### src/rtl/pv_pkg.sv
// Shared definitions for the password vault: FSM state encoding and the
// default parameter values used by the top and its entry array.
package pv_pkg;

  localparam int DATA_W_DEF      = 8;
  localparam int DEPTH_DEF       = 16;
  localparam int ADDR_W_DEF      = 4;
  localparam int MAX_FAILS_DEF   = 3;
  localparam int LOCK_CYCLES_DEF = 16;

  typedef enum logic [1:0] {
    IDLE = 2'd0,
    RESP = 2'd1,
    LOCK = 2'd2
  } state_t;

endpackage

### src/rtl/pv_entry_array.sv
// Password entry storage: DEPTH entries of DATA_W bits plus a valid bit,
// with write/erase ports and one internal combinational read port.
module pv_entry_array
  import pv_pkg::*;
#(
  parameter int DATA_W = DATA_W_DEF,
  parameter int DEPTH  = DEPTH_DEF,
  parameter int ADDR_W = ADDR_W_DEF
) (
  input  logic              clk,
  input  logic              rst_n,
  input  logic              wr_allow,
  input  logic              wr_en,
  input  logic [ADDR_W-1:0] wr_addr,
  input  logic [DATA_W-1:0] wr_data,
  input  logic              clr_en,
  input  logic [ADDR_W-1:0] clr_addr,
  input  logic [ADDR_W-1:0] rd_addr,
  output logic [DATA_W-1:0] rd_data,
  output logic              rd_valid
);

  logic [DATA_W-1:0] data_q [DEPTH];
  logic [DEPTH-1:0]  valid_q;

  // Update entries; addresses >= DEPTH never match an index and are dropped.
  // A write and an erase to the same entry in one cycle resolve to the write.
  always_ff @(posedge clk or negedge rst_n) begin
    if (!rst_n) begin
      // NOTE: the entries sit in flops with async reset on purpose: secrets
      // must be wiped on reset, so this array cannot be mapped to a RAM macro.
      for (int i = 0; i < DEPTH; i++) data_q[i] <= '0;
      valid_q <= '0;
    end else if (wr_allow) begin
      for (int i = 0; i < DEPTH; i++) begin
        if (wr_en && wr_addr == ADDR_W'(i)) begin
          data_q[i]  <= wr_data;
          valid_q[i] <= 1'b1;
        end else if (clr_en && clr_addr == ADDR_W'(i)) begin
          data_q[i]  <= '0;
          valid_q[i] <= 1'b0;
        end
      end
    end
  end

  // Read mux; an out-of-range address reads back as an empty entry.
  always_comb begin
    // NOTE: defaults first so every path assigns the outputs and no latch
    // is inferred when no index matches.
    rd_data  = '0;
    rd_valid = 1'b0;
    for (int i = 0; i < DEPTH; i++) begin
      if (rd_addr == ADDR_W'(i)) begin
        rd_data  = data_q[i];
        rd_valid = valid_q[i];
      end
    end
  end

endmodule

### src/rtl/password_vault.sv
// Password vault: stores secrets, answers check requests with a match bit
// only, counts consecutive failures and locks out after too many of them.
module password_vault
  import pv_pkg::*;
#(
  parameter int DATA_W      = DATA_W_DEF,
  parameter int DEPTH       = DEPTH_DEF,
  parameter int ADDR_W      = ADDR_W_DEF,
  parameter int MAX_FAILS   = MAX_FAILS_DEF,
  parameter int LOCK_CYCLES = LOCK_CYCLES_DEF
) (
  input  logic                             clk,
  input  logic                             rst_n,
  input  logic                             wr_en,
  input  logic [ADDR_W-1:0]                wr_addr,
  input  logic [DATA_W-1:0]                wr_data,
  input  logic                             clr_en,
  input  logic [ADDR_W-1:0]                clr_addr,
  input  logic                             chk_valid,
  output logic                             chk_ready,
  input  logic [ADDR_W-1:0]                chk_addr,
  input  logic [DATA_W-1:0]                chk_data,
  output logic                             res_valid,
  output logic                             res_match,
  output logic                             locked,
  output logic [$clog2(MAX_FAILS+1)-1:0]   fail_cnt
);

  localparam int FCNT_W = $clog2(MAX_FAILS + 1);
  localparam int LCNT_W = $clog2(LOCK_CYCLES + 1);
  localparam logic [FCNT_W-1:0] FAIL_MAX  = FCNT_W'(MAX_FAILS);
  localparam logic [LCNT_W-1:0] LOCK_LOAD = LCNT_W'(LOCK_CYCLES);
  localparam logic [ADDR_W:0]   DEPTH_V   = (ADDR_W + 1)'(DEPTH);

  state_t              state_q, state_d;
  logic [FCNT_W-1:0]   fail_cnt_q, fail_cnt_d;
  logic [LCNT_W-1:0]   lock_cnt_q, lock_cnt_d;
  logic                match_q, match_d;
  logic [DATA_W-1:0]   rd_data;
  logic                rd_valid;
  logic                in_range;
  logic                cmp_match;
  logic                accept;

  pv_entry_array #(
    .DATA_W (DATA_W),
    .DEPTH  (DEPTH),
    .ADDR_W (ADDR_W)
  ) u_entries (
    .clk      (clk),
    .rst_n    (rst_n),
    .wr_allow (state_q != LOCK),
    .wr_en    (wr_en),
    .wr_addr  (wr_addr),
    .wr_data  (wr_data),
    .clr_en   (clr_en),
    .clr_addr (clr_addr),
    .rd_addr  (chk_addr),
    .rd_data  (rd_data),
    .rd_valid (rd_valid)
  );

  // The comparison sees the entry as it is before this edge's write/erase.
  assign in_range  = ({1'b0, chk_addr} < DEPTH_V);
  assign cmp_match = in_range && rd_valid && (rd_data == chk_data);

  // Ready is gated by rst_n so it reads low while reset is held and rises
  // in the very first cycle after release.
  assign chk_ready = (state_q == IDLE) && rst_n;
  assign accept    = chk_valid && chk_ready;
  assign res_valid = (state_q == RESP);
  assign res_match = res_valid && match_q;
  assign locked    = (state_q == LOCK);
  assign fail_cnt  = fail_cnt_q;

  // State, failure counter, lockout counter and registered result.
  always_ff @(posedge clk or negedge rst_n) begin
    if (!rst_n) begin
      // NOTE: sequential state uses non-blocking assignments so every flop
      // samples pre-edge values regardless of block ordering.
      state_q    <= IDLE;
      fail_cnt_q <= '0;
      lock_cnt_q <= '0;
      match_q    <= 1'b0;
    end else begin
      state_q    <= state_d;
      fail_cnt_q <= fail_cnt_d;
      lock_cnt_q <= lock_cnt_d;
      match_q    <= match_d;
    end
  end

  // Next-state logic: accept in IDLE, present in RESP, count down in LOCK.
  always_comb begin
    state_d    = state_q;
    fail_cnt_d = fail_cnt_q;
    lock_cnt_d = lock_cnt_q;
    match_d    = match_q;
    case (state_q)
      IDLE: begin
        if (accept) begin
          state_d = RESP;
          match_d = cmp_match;
          if (cmp_match)               fail_cnt_d = '0;
          else if (fail_cnt_q != FAIL_MAX) fail_cnt_d = fail_cnt_q + 1'b1;
        end
      end
      RESP: begin
        if (fail_cnt_q == FAIL_MAX) begin
          state_d    = LOCK;
          lock_cnt_d = LOCK_LOAD;
        end else begin
          state_d = IDLE;
        end
      end
      LOCK: begin
        if (lock_cnt_q <= LCNT_W'(1)) begin
          state_d    = IDLE;
          lock_cnt_d = '0;
          fail_cnt_d = '0;
        end else begin
          lock_cnt_d = lock_cnt_q - 1'b1;
        end
      end
      default: state_d = IDLE;
    endcase
  end

endmodule

### config.mk
export PLATFORM = sky130hd
export DESIGN_NAME = password_vault
export DESIGN_NICKNAME = d
export VERILOG_FILES = /design/src/rtl/pv_pkg.sv /design/src/rtl/pv_entry_array.sv /design/src/rtl/password_vault.sv
export SDC_FILE = /design/constraint.sdc
export NUM_CORES = 1
export LEC_CHECK = 0
export BUFFER_PORTS_ARGS = -buffer_cell sky130_fd_sc_hd__buf_2
export CAP_MARGIN = 20
export CORE_MARGIN = 3
export CORE_UTILIZATION = 56
export CTS_CLUSTER_DIAMETER = 40
export CTS_CLUSTER_SIZE = 25
export DETAILED_ROUTE_END_ITERATION = 12
export PLACE_DENSITY = 0.78
export SYNTH_ARGS = -nofsm -noshare
export SYNTH_HDL_FRONTEND = slang
export SYNTH_SLANG_ARGS = --single-unit
export TNS_END_PERCENT = 5
### constraint.sdc
create_clock -name clk -period 5.2 [get_ports clk]
set_clock_uncertainty 0.15 [all_clocks]
set_input_delay 0.78 -clock clk [delete_from_list [all_inputs] [get_ports clk]]
set_output_delay 0.78 -clock clk [all_outputs]
set_load 0.005 [all_outputs]
# --- Word-level counts from Yosys, hierarchy flattened ---
# Index checks and enable logic that the tools add are counted.
op_classes:
  n_eq_ne: 55
  addsub: 2
  n_reduce_logical: 78
  magnitude_cmp: 1
  muxes: 107
op_table:
  columns: ["op", "n"]
  rows:
  - ["2-to-1 mux 8 bit", 48]
  - ["== test 4 bit (second input constant)", 24]
  - ["== test 4 x 3 -> 1 bit (second input constant)", 12]
  - ["2-to-1 mux 1 bit", 48]
  - ["AND reduction 2 bit", 19]
  - ["logical AND 1 bit", 36]
  - ["nonzero test 2 bit", 18]
  - ["== test 4 x 2 -> 1 bit (second input constant)", 6]
  - ["== test 4 x 1 -> 1 bit (second input constant)", 3]
  - ["zero test 4 bit", 3]
  - ["2-to-1 mux 2 bit", 6]
  - ["2-to-1 mux 5 bit", 2]
  - ["case mux 5 bit (2 select lines)", 1]
  - ["== test 8 bit", 1]
  - ["inequality test 2 bit (second input constant)", 3]
  - ["case mux 2 bit (3 select lines)", 1]
  - ["<= comparator 5 x 1 -> 1 bit (second input constant)", 1]
  - ["subtractor 5 x 1 -> 5 bit (second input constant)", 1]
  - ["== test 2 bit (second input constant)", 2]
  - ["inequality test 2 x 1 -> 1 bit (second input constant)", 2]
  - ["case mux 2 bit (2 select lines)", 1]
  - ["AND reduction 4 bit", 1]
  - ["inequality test 3 x 2 -> 1 bit (second input constant)", 1]
  - ["adder 2 x 1 -> 2 bit (second input constant)", 1]
  - ["other kinds (2)", 2]
word_totals:
  out_inout_bits: 6
  in_bits: 33
  register_bits: 154
  elab_cells: 279

# --- Depth between registers and ports, before layout ---
depth:
  depth_word: 22
  depth_mapped: 12
  mapped_depth_nobuf: 9

# --- Hierarchy ---
# A second synthesis with hierarchy kept.
unflattened:
  cells_unflattened: 914
  area_unflattened_um2: 8050.2
by_module_without_submodules:
  columns: ["mod", "seq_area_each_um2", "area_per_inst_um2", "instances", "cells_per_inst"]
  rows:
  - ["pv_entry_array", 3603.5, 7367.1, 1, 840]
  - ["password_vault", 250.2, 683.2, 1, 74]

# --- Least setup slack after synthesis ---
# Ideal clock, no wire load.
synth_path:
  path_kind: "in2reg"
  start: "in chk_addr[0]"
  end: "reg match_q"
  slack_ns: 2.241
  stages: 10
  t_required_ns: 4.985
  n_path_buf: 2
  arrival_ns: 2.744
  setup_time_ns: 0.065
  path_cell_list: "buf_6 > buf_2 > mux4_2 > nand2_1 > o211ai_1 > a21oi_1 > xor2_1 > o2111ai_1 > nor4_2 > mux2_2"
synth_via:
  elab_chain_cells: 19
  elab_cells_between_ends: 50
  cone_classes: "eq/ne (16); mux (32); reduce/logical (2)"
synth_lines:
  columns: ["item", "line_no", "rtl"]
  rows:
  - ["start, declared", "password_vault.sv:21", "input logic [ADDR_W-1:0] chk_addr,"]
  - ["zero test 4 bit", "pv_entry_array.sv:54", "if (rd_addr == ADDR_W'(i)) begin"]
  - ["2-to-1 mux 8 bit (16 in a row)", "pv_entry_array.sv:54", null]
  - ["== test 8 bit", "password_vault.sv:65", "assign cmp_match = in_range && rd_valid && (rd_data == chk_data);"]
  - ["logical AND 1 bit *", "password_vault.sv:65", null]
  - ["end signal, assigned", "password_vault.sv:89", "match_q <= match_d;"]
  - ["end, declared", "password_vault.sv:38", "logic match_q, match_d;"]
# Every way passes the cells marked *; elsewhere a longest branch is shown, timed or not.
# A chain may end at the register's enable or synchronous reset.

# --- Final worst setup path ---
layout_path:
  start: "in chk_addr[1]"
  end: "reg match_q"
# Same word-level chain as after synthesis.

==> results.cfg <==
[layout]
utilization_pct = 63.2
instances_no_fill = 974
drive_above_1_share_pct = 12.5
multi_input_area_mm2 = 0.00380
diodes = 0
layout.cells.most_common = dfrtp_1
final_cell_mix = dfrtp_1, a22o_1, nand2_1
nNetsFinal = 817
syn_to_final_growth_pct = 10.3
n_fill_cell = 1137
seq_area_mm2 = 0.00385

[placed_design]
port-buffer-count = 38
placed_cells = 941
gp_congestion = 1.06
dp_hpwl_mm = 17.6

[global_route]
antenna_found_initial = 1
grt_overflow = 0
grt_max_degree = 82
grt_pass1_vias = 6744
grt_use_total_pct = 33.2
grt_pass1_wl_mm = 40.1

[power_and_ir_drop]
vdd_drop_max_mv = 0.332
p_leak_nw = 4.05
p_per_area_mw_per_mm2 = 434
totalPowerFinal_mw = 3.82

[synthesis]
synth_edf_count = 0
synthCells = 769
avgSynthCellArea_um2 = 10.4
syn_nets = 805
async_reset_ff_share_pct = 100
synth-main-ff-cell = dfrtp_1
synth-seq-cells = 154
ys_seq_area_share_pct = 48.2
synth_area_mm2 = 0.00799
yosysWarnings = 0
synth.distinct_cells = 77

[timing]
max_freq_mhz = 259
grt_setup_unrepaired = false
setup_tns_ns = 0
worst_pin_slew_ns = 1.09
slew_violations = 0
timing.final.crit_period_ns = 3.86
relSlewSlack_pct = 27.3
setup_viol = 0
finalHoldViolCount = 0
fin_crit_sh_pct = 74.2

[route]
drc = 0
vias_per_cell = 7.10
vias = 6917
drt_iter0_markers = 964
drt-pass1-iter-count = 6
routedWlPerCell_um = 26.6
routed_wl_mm = 25.9
ant_nets = 0

[die]
core-area_mm2 = 0.0139
rows = 43
dieArea_mm2 = 0.0157
die_w_um = 125
pin_count = 39
die_y_um = 125
initial_core_util_pct = 57.4

[clock_tree]
ctsResizeCount = 0
clk_latency_ns = 0.43
cts_setup_buffers = 0
clock-sinks = 154
path_clk_slew_ns = 0.06
hold_buffers = 0
tritoncts = built
htreeDepth = 4
numCtsBuffers = 17
cts_buffer_depth = 2
clockRootBuffer = clkbuf_16

[critical_path]
crit_arrival_ns = 4.08
cp_max_fo = 57
critPathCaptureType = flop
reg2reg_from = state_q[0]
cp.required_ns = 5.42
reg2reg_slack_ns = 1.86
start_kind = input port
setup.worst_path.class = input port to flop
r2r-end = u_entries.data_q[110]
r2r_cells = 7

[flow_run]
maxCapViolCount = 0

[min_path]
min_path_type = input port to asynchronous set/reset pin

[status]
status = finished clean
## power by group
group | leakage [nW] | switching (mW) | internal, mW
Combinational | 1.76 | 0.450 | 0.375
Sequential | 2.00 | 0.254 | 1.50
Clock | 0.287 | 0.530 | 0.716
Total | 4.05 | 1.23 | 2.59
## layout make-up
| type | count | area share, % |
|---|---|---|
| clock buffer | 17 | 4.83 |
| clock inverter | 15 | 1.89 |
| inverter | 21 | 0.894 |
| multi-input combinational | 540 | 43.1 |
| sequential | 154 | 43.7 |
| tap | 180 | 2.56 |
| timing repair buffer | 47 | 2.97 |
## how the worst max path moves through the flow
| stage | slack, ns | end | startpoint |
|---|---|---|---|
| after floorplan | 2.24 | match_q | chk_addr[0] |
| final | 1.34 | match_q | chk_addr[1] |
| after global placement | 1.07 | match_q | chk_addr[1] |
| after CTS | 1.41 | match_q | chk_addr[1] |
| after detailed placement | 0.96 | match_q | chk_addr[1] |
| after global routing | 1.11 | match_q | chk_addr[1] |
## worst max-delay path: stages
cell	delay, ns
buf_2	0.79
inv_1	0.38
mux4_2	0.53
o31ai_1	0.33
a211oi_1	0.19
nor3_1	0.26
o2111ai_1	0.15
nor4_2	0.41
mux2_2	0.22
## metal layers
layer	track usage (%)	vias up	share of wire, %
met5	0	-	0.050
met4	12.8	2	2.9
met3	10.6	61	12
met2	46.6	493	43
met1	48.1	3424	42
li1	-	2937	-
## per-stage QoR
stage / setup WS (ns) / instance area [um^2] / hold slack (ns)
after floorplan: 2.24 / 7990 / 0.284
after global placement: 1.07 / 8220 / 0.305
after detailed placement: 0.963 / 8220 / 0.315
after CTS: 1.41 / 8810 / 0.260
after global routing: 1.11 / 8810 / 0.278
final: 1.34 / 8810 / 0.223
## state kept, by name, summed over array words and instances (netlist names)
register and count:
fail_cnt 2, u_entries.data_q 128, lock_cnt_q 5, u_entries.valid_q 16, match_q 1, state_q 2
## synth_stat cells, types with 3 or more instances
library cell / instances / area, um^2
clkbuf_1: 27 / 101
mux2i_1: 27 / 270
nor3_1: 15 / 75.1
buf_1: 9 / 33.8
a221oi_1: 5 / 43.8
nor3b_1: 6 / 45.0
and2_1: 9 / 56.3
o21ai_1: 3 / 15.0
a22oi_1: 4 / 30.0
o211ai_1: 6 / 45.0
o22ai_1: 11 / 68.8
a21oi_1: 23 / 115
xnor2_1: 3 / 26.3
nor4_1: 4 / 25.0
a21o_1: 12 / 90.1
nand3b_1: 7 / 52.6
nor2_1: 43 / 161
nand2b_1: 21 / 131
buf_4: 3 / 22.5
a22o_1: 115 / 1010
nand4bb_1: 3 / 33.8
o31ai_1: 10 / 75.1
mux2_2: 7 / 78.8
a311oi_1: 3 / 26.3
buf_6: 4 / 45.0
inv_1: 20 / 75.1
mux4_2: 5 / 113
buf_2: 11 / 55.1
o2bb2ai_1: 4 / 35.0
nand2_1: 48 / 180
a211o_1: 3 / 26.3
o221ai_1: 4 / 35.0
ha_1: 3 / 37.5
dfrtp_1: 154 / 3850
a211oi_1: 3 / 22.5
o21ai_0: 43 / 215
nor2b_1: 16 / 100
nand3_1: 23 / 115
## cells by family after synthesis
logic type / after synthesis / share of synthesized area [%]
AOI/OAI and AO/OA: 275 / 26.1
and+or+nand+nor: 219 / 14.8
DFF: 154 / 48.2
buffers and inverters: 75 / 4.21
muxes: 39 / 5.78
xor gates and xnor gates: 4 / 0.438
adders and majority gates: 3 / 0.470
(Power assumes the default switching activity.)
